--- src/rtl/instr_fetch.sv ---
// Instruction fetch/issue stage: reads 20-bit words from a synchronous instruction
// memory, issues one op pulse per valid word and waits for the controller's acc_load.
module instr_fetch #(
  parameter int          ADDR_W       = 8,
  parameter int          EXEC_TIMEOUT = 4,
  parameter logic [3:0]  HALT_OP      = 4'b1111
) (
  input  logic              clk,
  input  logic              reset_n,
  input  logic              start,
  output logic [ADDR_W-1:0] imem_addr,
  output logic              imem_rd_en,
  input  logic [19:0]       imem_data,
  input  logic              acc_load,
  output logic [3:0]        opcode,
  output logic [7:0]        operand_b,
  output logic [7:0]        operand_a,
  output logic              op,
  output logic [ADDR_W-1:0] pc,
  output logic              busy,
  output logic              halted,
  output logic              illegal,
  output logic              fault
);

  localparam logic [2:0] S_IDLE   = 3'd0;
  localparam logic [2:0] S_FETCH  = 3'd1;
  localparam logic [2:0] S_LATCH  = 3'd2;
  localparam logic [2:0] S_ISSUE  = 3'd3;
  localparam logic [2:0] S_WAIT   = 3'd4;
  localparam logic [2:0] S_HALTED = 3'd5;

  localparam int CNT_W = $clog2(EXEC_TIMEOUT + 1);

  logic [2:0]        state_reg, state_next;
  logic [ADDR_W-1:0] pc_reg, pc_next;
  logic [19:0]       ir_reg, ir_next;
  logic [CNT_W-1:0]  cnt_reg, cnt_next;
  logic              op_reg, op_next;
  logic              rd_en_reg, rd_en_next;
  logic              illegal_reg, illegal_next;
  logic              fault_reg, fault_next;

  logic [3:0] fetched_op;
  logic       fetched_illegal;

  assign fetched_op      = imem_data[19:16];
  assign fetched_illegal = (fetched_op >= 4'd9) && (fetched_op <= 4'd14);

  always_comb begin
    state_next   = state_reg;
    pc_next      = pc_reg;
    ir_next      = ir_reg;
    cnt_next     = cnt_reg;
    illegal_next = illegal_reg;
    fault_next   = fault_reg;
    case (state_reg)
      S_IDLE: begin
        if (start) state_next = S_FETCH;
      end
      S_FETCH: begin
        state_next = S_LATCH;
      end
      S_LATCH: begin
        ir_next = imem_data;
        if (fetched_op == HALT_OP) begin
          state_next = S_HALTED;
        end else if (fetched_illegal) begin
          illegal_next = 1'b1;
          pc_next      = pc_reg + ADDR_W'(1);
          state_next   = S_FETCH;
        end else begin
          pc_next    = pc_reg + ADDR_W'(1);
          state_next = S_ISSUE;
        end
      end
      S_ISSUE: begin
        cnt_next   = '0;
        state_next = S_WAIT;
      end
      S_WAIT: begin
        // completion wins over a watchdog expiring in the same cycle
        if (acc_load) begin
          state_next = S_FETCH;
        end else begin
          cnt_next = cnt_reg + CNT_W'(1);
          if (cnt_reg == CNT_W'(EXEC_TIMEOUT - 1)) begin
            fault_next = 1'b1;
            state_next = S_HALTED;
          end
        end
      end
      S_HALTED: begin
        if (start) begin
          pc_next      = '0;
          illegal_next = 1'b0;
          fault_next   = 1'b0;
          state_next   = S_FETCH;
        end
      end
      default: begin
        state_next = S_IDLE;
      end
    endcase
    // op and read enable are registered, so they are decoded from the next state
    op_next    = (state_next == S_ISSUE);
    rd_en_next = (state_next == S_FETCH);
  end

  always_ff @(posedge clk or negedge reset_n) begin
    if (!reset_n) begin
      state_reg   <= S_IDLE;
      pc_reg      <= '0;
      ir_reg      <= '0;
      cnt_reg     <= '0;
      op_reg      <= 1'b0;
      rd_en_reg   <= 1'b0;
      illegal_reg <= 1'b0;
      fault_reg   <= 1'b0;
    end else begin
      state_reg   <= state_next;
      pc_reg      <= pc_next;
      ir_reg      <= ir_next;
      cnt_reg     <= cnt_next;
      op_reg      <= op_next;
      rd_en_reg   <= rd_en_next;
      illegal_reg <= illegal_next;
      fault_reg   <= fault_next;
    end
  end

  assign imem_addr  = pc_reg;
  assign imem_rd_en = rd_en_reg;
  assign opcode     = ir_reg[19:16];
  assign operand_b  = ir_reg[15:8];
  assign operand_a  = ir_reg[7:0];
  assign op         = op_reg;
  assign pc         = pc_reg;
  assign busy       = (state_reg != S_IDLE) && (state_reg != S_HALTED);
  assign halted     = (state_reg == S_HALTED);
  assign illegal    = illegal_reg;
  assign fault      = fault_reg;

endmodule

--- config.mk ---
export PLATFORM = sky130hd
export DESIGN_NAME = instr_fetch
export DESIGN_NICKNAME = d
export VERILOG_FILES = /design/src/rtl/instr_fetch.sv
export SDC_FILE = /design/constraint.sdc
export NUM_CORES = 1
export LEC_CHECK = 0
export CAP_MARGIN = 20
export CORE_ASPECT_RATIO = 1.2
export CORE_MARGIN = 4
export CORE_UTILIZATION = 44
export DETAILED_ROUTE_END_ITERATION = 10
export PLACE_DENSITY = 0.79
export SYNTH_ARGS = -nofsm -noshare
export SYNTH_HDL_FRONTEND = slang
export SYNTH_SLANG_ARGS = --single-unit
--- constraint.sdc ---
create_clock -name clk -period 1.8 [get_ports clk]
set_input_delay 0.18 -clock clk [delete_from_list [all_inputs] [get_ports clk]]
set_output_delay 0.18 -clock clk [all_outputs]
set_load 0.1 [all_outputs]
==> flow_metrics.tcl, run 1 <==
set metrics [dict create \
    clock_sinks 38 \
    critical_path_required_ps 2000 \
    setup_viol 0 \
    antenna_found_initial 0 \
    critical_path.max_stage_delay_ps 530 \
    yosysWarnings 0 \
    clk_pin_slew_ps 70 \
    final_cells 273 \
    antennaDiodeCount 0 \
    nNetsFinal 247 \
    cts_setup_buffers 0 \
    dp.cells 264 \
    regArea_um2 958 \
    reg2reg_to "imem_addr[7]" \
    die_w_um 65.6 \
    hpwlAfterDp_um 3210 \
    syn_avg_cell_area_um2 11.5 \
    synthTopCellsByArea "dfrtp_1, mux2_2, buf_4" \
    syn_inst 152 \
    fin_crit_sh 0.913 \
    via_per_inst 5.23 \
    syn_to_final_growth_pct 42.0 \
    synth_commonest_cells "dfrtp_1, mux2_2, nand2_1" \
    multi_input_area_um2 678 \
    gp_congestion 0.854 \
    ys_ff_latch 38 \
    crit_arrival_ps 1850 \
    yosys.area_share.simple 0.134 \
    first_pass_iters 4 \
    path_cells "and4b_1, a21oi_2, or4_1, a21oi_1" \
    startpoint_type "flip-flop" \
    cap_violations 0 \
    status "complete, no violations" \
    hold_viol 0 \
    worst_slew_pin_slew_ps 364 \
    final_layout_size_suffix_gt1_frac 0.403 \
    reg2reg_slack_ps 160 \
    grt_pass1_vias 1464 \
    synth_top_area_frac 0.543 \
    synth_mux_area_frac 0.129 \
    ios 66 \
    yosys.area_share.xor_xnor 0.00500 \
    wl_per_cell_um 15.0 \
    synthDistinctLibCells 32 \
    synth_compound_gate_area_share 0.0979 \
    clockBufferDepth 2 \
    slew_headroom 0.757 \
    gr-usage-all-layers 0.173 \
    rows 24 \
    synth_most_common_cell "dfrtp_1" \
    drc 0 \
    grt_overflow 0 \
    core_um2 3720 \
    grt_pass1_wl_um 6740 \
    dieArea_um2 5060 \
    fin_tns_setup_ps 0 \
    dpl-instance-area_um2 2360 \
    htree_num_levels 2 \
    io_buffers 65 \
    period_minus_slack_ps 1640 \
    grt_max_degree 24 \
    fin_area_um2 2490 \
    fmax_mhz 608 \
    cts_inserted_buffers 5 \
    skew_ps 7.32 \
    clock_latency_ps 290 \
    seq_area_frac_synth 0.543 \
    routed_wl_um 4110 \
    yosysTopAreaCell "dfrtp_1" \
    synthAdderAreaFrac 0.0214 \
    rsz0062_at_grt "no" \
    finalMaxSlewViolations 0 \
    cp_max_fo 10 \
    synth-edff-count 0 \
    critPathSlowestCell "dfrtp_1" \
    rr_worst_depth 4 \
    drt_iter0_drc 70 \
    async_reset_ff_frac 1.00 \
    initial_utilization 0.470 \
    synth_top_family_by_area "simple AND/OR/NAND/NOR gates" \
    largest_reg_flops 20 \
    clock-root-buffer "clkbuf_8" \
    nFillCells 297 \
    reg2reg_from "state_reg[2]" \
    critPathKind "flip-flop to flip-flop" \
    synth_nets 179 \
    ant_nets 0 \
    die_y_um 77.1 \
    cts_tree "built" \
    hold_path_class "input port to asynchronous set/reset pin" \
    syn_area_um2 1750 \
    crit_path_end_kind "flip-flop" \
    dr_total_vias 1427 \
    synthFlopType "dfrtp_1" \
]
[layout make-up]
cell class	instances	share of cell area
sequential	38	0.385
multi-input combinational	94	0.273
timing repair buffer	76	0.262
clock buffer	7	0.0347
tap	52	0.0262
clock inverter	1	0.0121
inverter	5	0.00755
[metal layers]
layer | wire length, um | share of wire | track usage
met2 | 2310 | 0.56 | 0.311
met3 | 246 | 0.060 | 0.0409
met5 | 0 | 0 | 0
met1 | 1460 | 0.36 | 0.188
met4 | 95 | 0.023 | 0.0747
[metrics by stage]
step	worst slack, ps	util	hold slack (ps)
after floorplan	111	-	-116
after global placement	74.4	0.634	104
after CTS	156	0.668	338
final	156	0.668	340
after detailed placement	16.6	0.634	112
after global routing	50.5	0.668	364
[logic make-up (layout without fill, tap and decap cells)]
| family | after synthesis | in the layout |
|---|---|---|
| AND/OR/NAND/NOR | 42 | 42 |
| flip-flops | 38 | 38 |
| AO/OA/AOI/OAI | 28 | 28 |
| multiplexers | 20 | 20 |
| buffers and inverters | 20 | 89 |
| adder cells (fa/ha/maj) | 3 | 3 |
| XOR/XNOR | 1 | 1 |
[critical path: cells and delay by family, from the launching register on]
kind | cells | cell delay (ps)
DFF | 1 | 530
AOI/OAI and AO/OA | 2 | 250
and+or+nand+nor | 2 | 790
[cells in the final DEF, fill, tap and decap left out, types with 5 or more instances in the layout]
| master | n |
|---|---|
| dfrtp_2 | 6 |
| inv_1 | 5 |
| o21ai_0 | 8 |
| clkbuf_8 | 6 |
| nand2_1 | 12 |
| clkdlybuf4s50_1 | 22 |
| mux2_2 | 20 |
| dfrtp_1 | 32 |
| buf_4 | 50 |
| nor2_1 | 7 |
| a21oi_1 | 9 |
[how the worst max path moves through the flow]
stage | start | end | slack, ps | cells past startpoint
after floorplan | imem_addr[6] | imem_addr[7] | 110 | 3
after global placement | start | imem_addr[5] | 70 | 5
after detailed placement | start | imem_addr[7] | 20 | 5
after CTS | state_reg[2] | imem_addr[7] | 160 | 4
after global routing | state_reg[2] | imem_addr[5] | 50 | 4
final | state_reg[2] | imem_addr[7] | 160 | 4
[repair_timing]
item / 4_1_cts / 5_1_grt
hold endpoints to repair: 14 / 0
hold buffers: 1 / 0
gates resized for setup: 0 / 0
Power of run 1 is not shown: default switching activity piles up to over one toggle a cycle in this logic, so the estimate is an artifact.
==> inputs of run 2 (changes only) <==
--- a/config.mk
+++ b/config.mk
@@ -10,7 +10,7 @@
 export CORE_MARGIN = 4
 export CORE_UTILIZATION = 44
 export DETAILED_ROUTE_END_ITERATION = 10
-export PLACE_DENSITY = 0.79
+export PLACE_DENSITY_LB_ADDON = 0.1
 export SYNTH_ARGS = -nofsm -noshare
 export SYNTH_HDL_FRONTEND = slang
 export SYNTH_SLANG_ARGS = --single-unit
==> flow_metrics.tcl, run 2 (synthesized netlist as in run 1, its figures left out) <==
set metrics [dict create \
    status "complete, no violations" \
    critical_path.max_stage_delay_ps 650 \
    core_um2 3720 \
    clockBufferDepth 2 \
    final_layout_size_suffix_gt1_frac 0.400 \
    nNetsFinal 246 \
    die_w_um 65.6 \
    cts_tree "built" \
    rsz0062_at_grt "no" \
    cp_max_fo 8 \
    layout_commonest_cell "buf_4" \
    via_per_inst 5.08 \
    path_cells "buf_4, nor4b_1, inv_1, o22ai_1, a21oi_1" \
    critPathKind "flip-flop to flip-flop" \
    htree_num_levels 2 \
    dieArea_um2 5060 \
    crit_path_end_kind "flip-flop" \
    gp_congestion 0.776 \
    clock-root-buffer "clkbuf_8" \
    worst_slew_pin_slew_ps 733 \
    antennaDiodeCount 0 \
    dr_total_vias 1382 \
    drc 0 \
    fmax_mhz 599 \
    rows 24 \
    hpwlAfterDp_um 2970 \
    cap_violations 0 \
    gr-usage-all-layers 0.166 \
    antenna_found_initial 0 \
    initial_utilization 0.470 \
    syn_to_final_growth_pct 42.3 \
    grt_pass1_wl_um 6450 \
    die_y_um 77.1 \
    final_cell_mix "buf_4, dfrtp_1, clkdlybuf4s50_1" \
    wl_per_cell_um 14.2 \
    period_minus_slack_ps 1670 \
    critical_path_required_ps 1970 \
    io_buffers 65 \
    clk_pin_slew_ps 80 \
    finalMaxSlewViolations 0 \
    critPathSlowestCell "nor4b_1" \
    hold_viol 0 \
    grt_pass1_vias 1415 \
    first_pass_iters 4 \
    crit_buf_inv 2 \
    post_cts_resized 0 \
    cts_inserted_buffers 5 \
    ios 66 \
    fin_tns_setup_ps 0 \
    clock_sinks 38 \
    hold_path_class "input port to asynchronous set/reset pin" \
    grt_max_degree 24 \
    cpLargestDelayFamily "simple AND/OR/NAND/NOR gates" \
    skew_ps 13.2 \
    slew_headroom 0.505 \
    clock_latency_ps 290 \
    grt_overflow 0 \
    drt_iter0_drc 46 \
    largest_reg_flops 20 \
    ant_nets 0 \
    crit_arrival_ps 1840 \
    fin_crit_sh 0.928 \
    startpoint_type "flip-flop" \
    routed_wl_um 3860 \
    setup_viol 0 \
]
[run 2: cell count changes in the layout (fill, tap and decap cells not counted)]
cell and change:
buf_12 +1, buf_4 -2
[run 2: cell type report]
cell class                 instances  area, um^2
clock buffer                       7        86.3
clock inverter                     1        30.0
fill                             333        1230
inverter                           5        18.8
multi-input combinational         94         678
sequential                        38         958
tap                               52        65.1
timing repair buffer              75         656
[run 2: worst paths after layout]
| path | endpoint | startpoint | slack (ps) | cells past startpoint |
|---|---|---|---|---|
| min in group clk | ir_reg[0] | imem_data[0] | 500 | 2 |
| max in group asynchronous | imem_rd_en | reset_n | 970 | 3 |
| setup reg to reg | cnt_reg[1] | state_reg[1] | 130 | 5 |
| hold / removal | imem_addr[1] | reset_n | 360 | 2 |
| setup / recovery | cnt_reg[1] | state_reg[1] | 130 | 5 |
| hold reg to reg | ir_reg[14] | ir_reg[14] | 510 | 1 |
[run 2: per-stage QoR]
| step | hold WS, ps | cells | util | worst slack [ps] | cell area (um^2) |
|---|---|---|---|---|---|
| floorplan | -116 | 152 | - | 111 | 1760 |
| global placement | 144 | 263 | 0.635 | 80.1 | 2370 |
| CTS | 373 | 272 | 0.669 | 129 | 2490 |
| global route | 383 | 272 | 0.669 | 9.02 | 2490 |
| detailed placement | 147 | 263 | 0.635 | 32.3 | 2370 |
| finish | 363 | 272 | 0.669 | 130 | 2490 |
[run 2: routing by layer]
metal	part of all wire	global-route usage	vias to the layer above
met3	0.10	0.0673	6
met5	0	0	-
met4	0.015	0.0622	0
li1	-	-	659
met1	0.37	0.182	660
met2	0.51	0.282	57
[run 2: what timing repair did]
| item | in CTS | in global routing |
|---|---|---|
| endpoints found under the setup margin | 0 | 0 |
| buffers inserted | 0 | 0 |
| endpoints found under the hold margin | 18 | 0 |
| hold buffers | 1 | 0 |
Power of run 2 is left out for the same reason.
==> inputs of run 3 (changes only) <==
--- a/config.mk
+++ b/config.mk
@@ -5,6 +5,7 @@
 export SDC_FILE = /design/constraint.sdc
 export NUM_CORES = 1
 export LEC_CHECK = 0
+export ABC_CLOCK_PERIOD_IN_PS = 1800
 export CAP_MARGIN = 20
 export CORE_ASPECT_RATIO = 1.2
 export CORE_MARGIN = 4
==> results of run 3 <==
No change in the layout: final DEF, timing and power equal those of run 2.
Power of run 3 is left out for the same reason.
